===== src/rtl/control_unit.sv =====
// rtl/control_unit.sv - multi-cycle fetch/decode/execute sequencer for the 16-bit accumulator CPU
// Optional memory handshake (mem_ready wait states) enabled by defining CU_MEM_HANDSHAKE_EN.
module control_unit #(
  parameter int DATA_W   = 16,
  parameter int OPCODE_W = 4,
  parameter int ADDR_W   = 12
) (
  input  logic              clk,
  input  logic              reset,
  input  logic [DATA_W-1:0] ir_out,
  input  logic              acc_zero,
  input  logic              mem_ready,
  output logic              pc_write,
  output logic              mar_write,
  output logic              mbr_write,
  output logic              ir_write,
  output logic              acc_write,
  output logic              pc_sel,
  output logic              mar_sel,
  output logic [1:0]        alu_op,
  output logic              mem_rd,
  output logic              mem_wr,
  output logic              halted,
  output logic              illegal_op,
  output logic              instr_done
);

  typedef enum logic [2:0] {
    S_F_ADDR = 3'd0,
    S_F_MEM  = 3'd1,
    S_F_IR   = 3'd2,
    S_DECODE = 3'd3,
    S_E_MEM  = 3'd4,
    S_E_WB   = 3'd5,
    S_HALT   = 3'd6
  } state_t;

  localparam logic [OPCODE_W-1:0] OP_NOP   = OPCODE_W'(0);
  localparam logic [OPCODE_W-1:0] OP_LOAD  = OPCODE_W'(1);
  localparam logic [OPCODE_W-1:0] OP_STORE = OPCODE_W'(2);
  localparam logic [OPCODE_W-1:0] OP_ADD   = OPCODE_W'(3);
  localparam logic [OPCODE_W-1:0] OP_SUB   = OPCODE_W'(4);
  localparam logic [OPCODE_W-1:0] OP_JMP   = OPCODE_W'(5);
  localparam logic [OPCODE_W-1:0] OP_JZ    = OPCODE_W'(6);
  localparam logic [OPCODE_W-1:0] OP_HALT  = OPCODE_W'(7);

  state_t              r_state;
  state_t              w_next;
  logic [OPCODE_W-1:0] w_opcode;
  logic                w_mem_ready;
  logic                w_unused;

  // IR only loads in F_IR, so ir_out is stable through DECODE/E_MEM/E_WB.
  assign w_opcode = ir_out[DATA_W-1 -: OPCODE_W];
  assign w_unused = ^{ir_out[ADDR_W-1:0], mem_ready};

`ifdef CU_MEM_HANDSHAKE_EN
  assign w_mem_ready = mem_ready;
`else
  assign w_mem_ready = 1'b1;
`endif

  always_ff @(posedge clk) begin
    if (reset) begin
      r_state <= S_F_ADDR;
    end else begin
      r_state <= w_next;
    end
  end

  always_comb begin
    w_next     = r_state;
    pc_write   = 1'b0;
    mar_write  = 1'b0;
    mbr_write  = 1'b0;
    ir_write   = 1'b0;
    acc_write  = 1'b0;
    pc_sel     = 1'b0;
    mar_sel    = 1'b0;
    alu_op     = 2'b00;
    mem_rd     = 1'b0;
    mem_wr     = 1'b0;
    halted     = 1'b0;
    illegal_op = 1'b0;
    instr_done = 1'b0;

    case (r_state)
      S_F_ADDR: begin
        mar_write = 1'b1;
        w_next    = S_F_MEM;
      end
      S_F_MEM: begin
        mem_rd = 1'b1;
        if (w_mem_ready) begin
          mbr_write = 1'b1;
          pc_write  = 1'b1;
          w_next    = S_F_IR;
        end
      end
      S_F_IR: begin
        ir_write = 1'b1;
        w_next   = S_DECODE;
      end
      S_DECODE: begin
        instr_done = 1'b1;
        w_next     = S_F_ADDR;
        case (w_opcode)
          OP_NOP: ;
          OP_LOAD, OP_STORE, OP_ADD, OP_SUB: begin
            instr_done = 1'b0;
            mar_write  = 1'b1;
            mar_sel    = 1'b1;
            w_next     = S_E_MEM;
          end
          OP_JMP: begin
            pc_write = 1'b1;
            pc_sel   = 1'b1;
          end
          OP_JZ: begin
            pc_write = acc_zero;
            pc_sel   = acc_zero;
          end
          OP_HALT: w_next = S_HALT;
          default: illegal_op = 1'b1;
        endcase
      end
      S_E_MEM: begin
        if (w_opcode == OP_STORE) begin
          mem_wr = 1'b1;
          if (w_mem_ready) begin
            instr_done = 1'b1;
            w_next     = S_F_ADDR;
          end
        end else begin
          mem_rd = 1'b1;
          if (w_mem_ready) begin
            mbr_write = 1'b1;
            w_next    = S_E_WB;
          end
        end
      end
      S_E_WB: begin
        acc_write  = 1'b1;
        instr_done = 1'b1;
        w_next     = S_F_ADDR;
        case (w_opcode)
          OP_ADD:  alu_op = 2'b01;
          OP_SUB:  alu_op = 2'b10;
          default: alu_op = 2'b00;
        endcase
      end
      S_HALT: halted = 1'b1;
      default: w_next = S_F_ADDR;
    endcase

    // Reset overrides everything, so no strobe can leak out mid-instruction.
    if (reset) begin
      pc_write   = 1'b0;
      mar_write  = 1'b0;
      mbr_write  = 1'b0;
      ir_write   = 1'b0;
      acc_write  = 1'b0;
      pc_sel     = 1'b0;
      mar_sel    = 1'b0;
      alu_op     = 2'b00;
      mem_rd     = 1'b0;
      mem_wr     = 1'b0;
      halted     = 1'b0;
      illegal_op = 1'b0;
      instr_done = 1'b0;
    end
  end

endmodule

===== config.mk =====
export PLATFORM = sky130hd
export DESIGN_NAME = control_unit
export DESIGN_NICKNAME = d
export VERILOG_FILES = /design/src/rtl/control_unit.sv
export SDC_FILE = /design/constraint.sdc
export NUM_CORES = 1
export LEC_CHECK = 0
export ABC_AREA = 1
export CAP_MARGIN = 10
export CORE_AREA = 3 3 40 42
export DETAILED_ROUTE_END_ITERATION = 10
export DIE_AREA = 0 0 43 45
export GPL_ROUTABILITY_DRIVEN = 0
export PLACE_DENSITY = 0.72
export REMOVE_ABC_BUFFERS = 1
export SYNTH_ARGS = -nofsm -noshare
export SYNTH_HDL_FRONTEND = slang
export SYNTH_SLANG_ARGS = --single-unit

===== constraint.sdc =====
create_clock -name clk -period 1.3 [get_ports clk]
set_input_delay 0.13 -clock clk [delete_from_list [all_inputs] [get_ports clk]]
set_output_delay 0.13 -clock clk [all_outputs]
set_load 0.03 [all_outputs]

# Yosys cells after proc, flatten, opt, wreduce, memory -nomap -nowiden
# Cells that the tools add are included.
[classes]
div = 0
reduce_logical = 4
n_addsub = 0
bitwise_logic = 0
n_shift = 0
mul = 0
n_eq_ne = 13
mux = 34
order_cmp = 0
[ops]
columns = ["cell", "n"]
rows = [
  ["1-bit two-way mux", 23],
  ["3-bit case mux with 6 select lines", 1],
  ["4-bit by 3-bit equality test with 1-bit output (second input constant)", 4],
  ["3-bit equality test (second input constant)", 3],
  ["4-bit by 2-bit equality test with 1-bit output (second input constant)", 2],
  ["1-bit case mux with 2 select lines", 4],
  ["8-bit OR reduction", 1],
  ["3-bit by 2-bit equality test with 1-bit output (second input constant)", 2],
  ["3-bit case mux with 2 select lines", 1],
  ["4-bit by 1-bit equality test with 1-bit output (second input constant)", 1],
  ["4-bit logical NOT", 1],
  ["2-bit two-way mux", 2],
  ["2-bit case mux with 2 select lines", 1],
  ["4-bit OR reduction", 1],
  ["3-bit by 1-bit equality test with 1-bit output (second input constant)", 1],
  ["3-bit logical NOT", 1],
  ["3-bit two-way mux", 1],
  ["1-bit case mux with 3 select lines", 1],
]
[totals]
in_bits = 20
output_inout_bits = 14
ramBits = 0
mem_bits_ro = 0
latch_bits = 0
elab_cells = 52
reg_bits = 3
mem_count = 0

# Logic depth before layout (Yosys ltp)
[logic_depth]
ltp_word = 5
ltp_mapped = 7
ltp_nobuf = 7

# Worst setup path after synthesis
# OpenSTA, ideal clock, no wires.
[synth_path]
path_type = "flip-flop to output port"
start = "reg r_state[0]"
end = "out mem_rd"
path_slack_ns = -0.249
arrival_time_ns = 1.419
path_buffers = 1
stages_incl_launch_ff = 7
path_cell_list = "dfxtp_1 -> inv_1 -> nand2_2 -> nor2_2 -> nand2_2 -> o21ai_1 -> buf_4"
[synth_between]
elab_chain_cells = 3
[synth_lines]
columns = ["item", "line", "source"]
rows = [
  ["from (decl)", "47", "state_t r_state;"],
  ["from (signal assigned)", "67", "r_state <= w_next;"],
  ["3-bit equality test or 3-bit by 1-bit equality test with 1-bit output (tied branches)", "-", ""],
  ["1-bit case mux with 2 select lines (*)", "87", "case (r_state)"],
  ["1-bit two-way mux (*)", "-", ""],
  ["to (decl)", "21", "output logic mem_rd,"],
]
# Mark *: on every way between the ends. The rest lies on a longest branch, timed or not.

# Worst setup path in the final report
[layout_path]
start = "reg r_state[0]"
end = "out alu_op[0]"
[layout_between]
elab_chain_cells = 3
[layout_lines]
columns = ["item", "line", "source"]
rows = [
  ["3-bit equality test", "87", ""],
  ["2-bit two-way mux", "87", ""],
  ["2-bit two-way mux", "157", "if (reset) begin"],
  ["to (decl)", "20", "output logic [1:0] alu_op,"],
]
# No other way between the ends.

==> results.sh <==
export IMPL_status="finished with violations"
export IMPL_violations="setup timing"
export IMPL_grt_usage_pct=13.7
export IMPL_synth_top_family_by_area="simple AND/OR/NAND/NOR gates"
export IMPL_hp_start="ir_out[15]"
export IMPL_skew_ns=0.00439
export IMPL_ios=34
export IMPL_drc=0
export IMPL_yosysWarningCount=0
export IMPL_hold_violations=0
export IMPL_fmax_mhz=738
export IMPL_overflow=0
export IMPL_cp_num_buf_inv=2
export IMPL_finalCritPeriodShare_pct=104
export IMPL_cp_start_kind="register"
export IMPL_fin_ws_ns=-0.0558
export IMPL_rr_worst_depth=8
export IMPL_clock_latency_ns=0.23
export IMPL_hpwl_um=847
export IMPL_cpPeakStageDelay_ns=0.38
export IMPL_cp_max_fo=4
export IMPL_port_buffers=20
export IMPL_synth_xor_area_share_pct=0
export IMPL_antenna_cells=0
export IMPL_cts_tree="yes"
export IMPL_hold_path_class="in2reg"
export IMPL_cp_end_kind="output pin"
export IMPL_nFillCells=132
export IMPL_postSynthAreaPerCell_um2=5.29
export IMPL_path_clk_slew_ns=0.04
export IMPL_crit_required_ns=1.17
export IMPL_arrival_ns=1.23
export IMPL_die_area_um2=1940
export IMPL_yosysSeqAreaShare_pct=17.2
export IMPL_report_final_slew_viol_count=0
export IMPL_ant_nets=0
export IMPL_synthToLayoutAreaGrowth_pct=109
export IMPL_cp_slowest_cell="dfxtp_4"
export IMPL_clock_path_buffers=2
export IMPL_pre_cts_ws_ns=-0.136
export IMPL_worstPathCellList="inv_6 > nor3_4 > nand2_2 > nor3_2 > buf_4"
export IMPL_irDropWorstVdd_uv=409
export IMPL_routed_wl_um=1200
export IMPL_rrSetupSlack_ns=0.25
export IMPL_relSlewSlack_pct=73.3
export IMPL_synth_largest_area_cell="nand2_1"
export IMPL_vias=508
export IMPL_grt_pass1_vias=500
export IMPL_p_leak_nw=0.385
export IMPL_numCtsBuffers=3
export IMPL_grt_max_degree=8
export IMPL_antenna_found_initial=0
export IMPL_regMostFlops="r_state"
export IMPL_min_to="r_state[2]"
export IMPL_finalSetupViolations=8
export IMPL_wl_per_cell_um=10.6
export IMPL_synth_area_leaders="nand2_1 (18%), dfxtp_1 (17%), inv_1 (13%)"
export IMPL_min_path_cells=6
export IMPL_synthSimpleGateAreaFrac_pct=57.0
export IMPL_ctsHtreeMaxLevel=1
export IMPL_start_util_pct=27.2
export IMPL_coreArea_um2=1280
export IMPL_nNetsFinal=119
export IMPL_synth_compound_area_share_pct=8.24
export IMPL_die_y_um=45
export IMPL_synthesis_area_um2=349
export IMPL_yosys_area_top_type_share_pct=18.3
export IMPL_synth_cell_types=18
export IMPL_yosys_register_bits=3
export IMPL_fp_dieW_um=43
export IMPL_r2r_start="r_state[1]"
export IMPL_synth_mux_area_share_pct=0
export IMPL_hold_slack_ns=0.526
export IMPL_firstDrtPassIters=3
export IMPL_critPathTopFamily="simple AND/OR/NAND/NOR gates"
export IMPL_post_drt_via_cell_ratio=4.50
export IMPL_crit_type="reg2out"
export IMPL_r2r_end="r_state[2]"
export IMPL_synth_fa_ha_area_share_pct=0
export IMPL_layout_drive_gt1_share_pct=53.1
export IMPL_rows=13
export IMPL_critPathLaunch="r_state[0]"
export IMPL_fin_crit_ns=1.36
export IMPL_clock_root_buffer="clkbuf_4"
export IMPL_reg_largest_list="r_state (3)"
export IMPL_largest_reg_flops=3
export IMPL_drv_cap=0
export IMPL_synth_cells=66
export IMPL_powerDensity_nw_per_um2=673
export IMPL_clock_sinks=3
export IMPL_postLayoutCoreUtil_pct=56.9
export IMPL_drt_iter0_markers=13
export IMPL_postPlaceCellArea_um2=566
export IMPL_stdcell_area_um2=731
export IMPL_grt_pass1_wl_um=2020
export IMPL_tightest_slew_ns=0.400
export IMPL_rsz0062_at_grt="yes"
==> cells in the mapped netlist <==
| cell type | number |
|---|---|
| nor3_2 | 2 |
| nand2_1 | 17 |
| dfxtp_1 | 3 |
| nor2_1 | 10 |
| inv_2 | 1 |
| nor4_1 | 1 |
| nor2_2 | 1 |
| buf_4 | 1 |
| nand2_2 | 3 |
| buf_2 | 1 |
| o211ai_1 | 1 |
| a21oi_1 | 1 |
| inv_1 | 12 |
| nand3_1 | 6 |
| o22ai_1 | 1 |
| nand4_1 | 1 |
| nor3_1 | 2 |
| o21ai_1 | 2 |
==> metrics by stage <==
step	TNS, ns	total power (W)	instances
2_1_floorplan	-0.844	0.000204	64
3_3_place_gp	-0.880	0.000277	105
3_5_place_dp	-0.997	0.000279	105
4_1_cts	-0.227	0.000475	111
5_1_grt	-1.05	0.000523	113
6_report	-0.278	0.000492	113
==> final cells by class <==
cell class                      instances  area, µm²  area share (%)
Timing Repair Buffer                   30        260            35.6
Clock buffer                            4       26.3            3.60
Tap cell                               15       18.8            2.57
Inverter                               13       58.8            8.05
Sequential cell                         3       71.3            9.76
Multi-Input combinational cell         48        295            40.4
==> placed cells by master, fill, tap and decap left out, drive strengths merged <==
cell type	count
clkbuf	4
a21oi	1
inv	13
nor4	1
buf	24
dlygate4sd2	5
clkdlybuf4s50	1
nor3	4
dfxtp	3
nor2	11
o22ai	1
o211ai	1
nand2	20
nand4	1
nand3	6
o21ai	2
==> worst max-delay path by stage <==
stage	slack (ns)	end	cells after the start
floorplan	-0.33	mbr_write	5
global placement	-0.12	instr_done	5
detailed placement	-0.14	mar_write	5
CTS	-0.05	pc_write	5
global route	-0.14	alu_op[0]	5
finish	-0.06	alu_op[0]	5
==> repair_timing <==
item                       in CTS  in global routing
setup buffers                   2                  2
hold buffers                    0                  0
setup endpoints to repair      13                 11
pin swaps                       4                  5
gates resized for setup        32                 11
==> per-layer routing <==
layer  routed length (µm)  up-vias  GRT usage, %
li1                     -      272             -
met1                  511      222          16.7
met2                  618       14          24.3
met3                   70        0          3.19
met4                    0        0          3.61
met5                    0        -             0
==> worst reg2reg max path, delay by kind of cell, from the launching register on <==
kind	cells	cell delay, ns
and+or+nand+nor	6	0.40
buffers and inverters	2	0.21
DFF	1	0.37
==> cells by family (layout without fill, tap and decap cells) <==
group,Yosys count,count (layout)
AOI/OAI and AO/OA,5,5
buffers and inverters,15,47
DFF,3,3
and+or+nand+nor,43,43
==> where the power goes <==
group / internal, W / switching (W) / total, W
Combinational: 0.0000898 / 0.000121 / 0.000211
Clock: 0.000115 / 0.0000466 / 0.000161
Sequential: 0.000101 / 0.0000190 / 0.000120
Power figures use the tool's default switching activity.
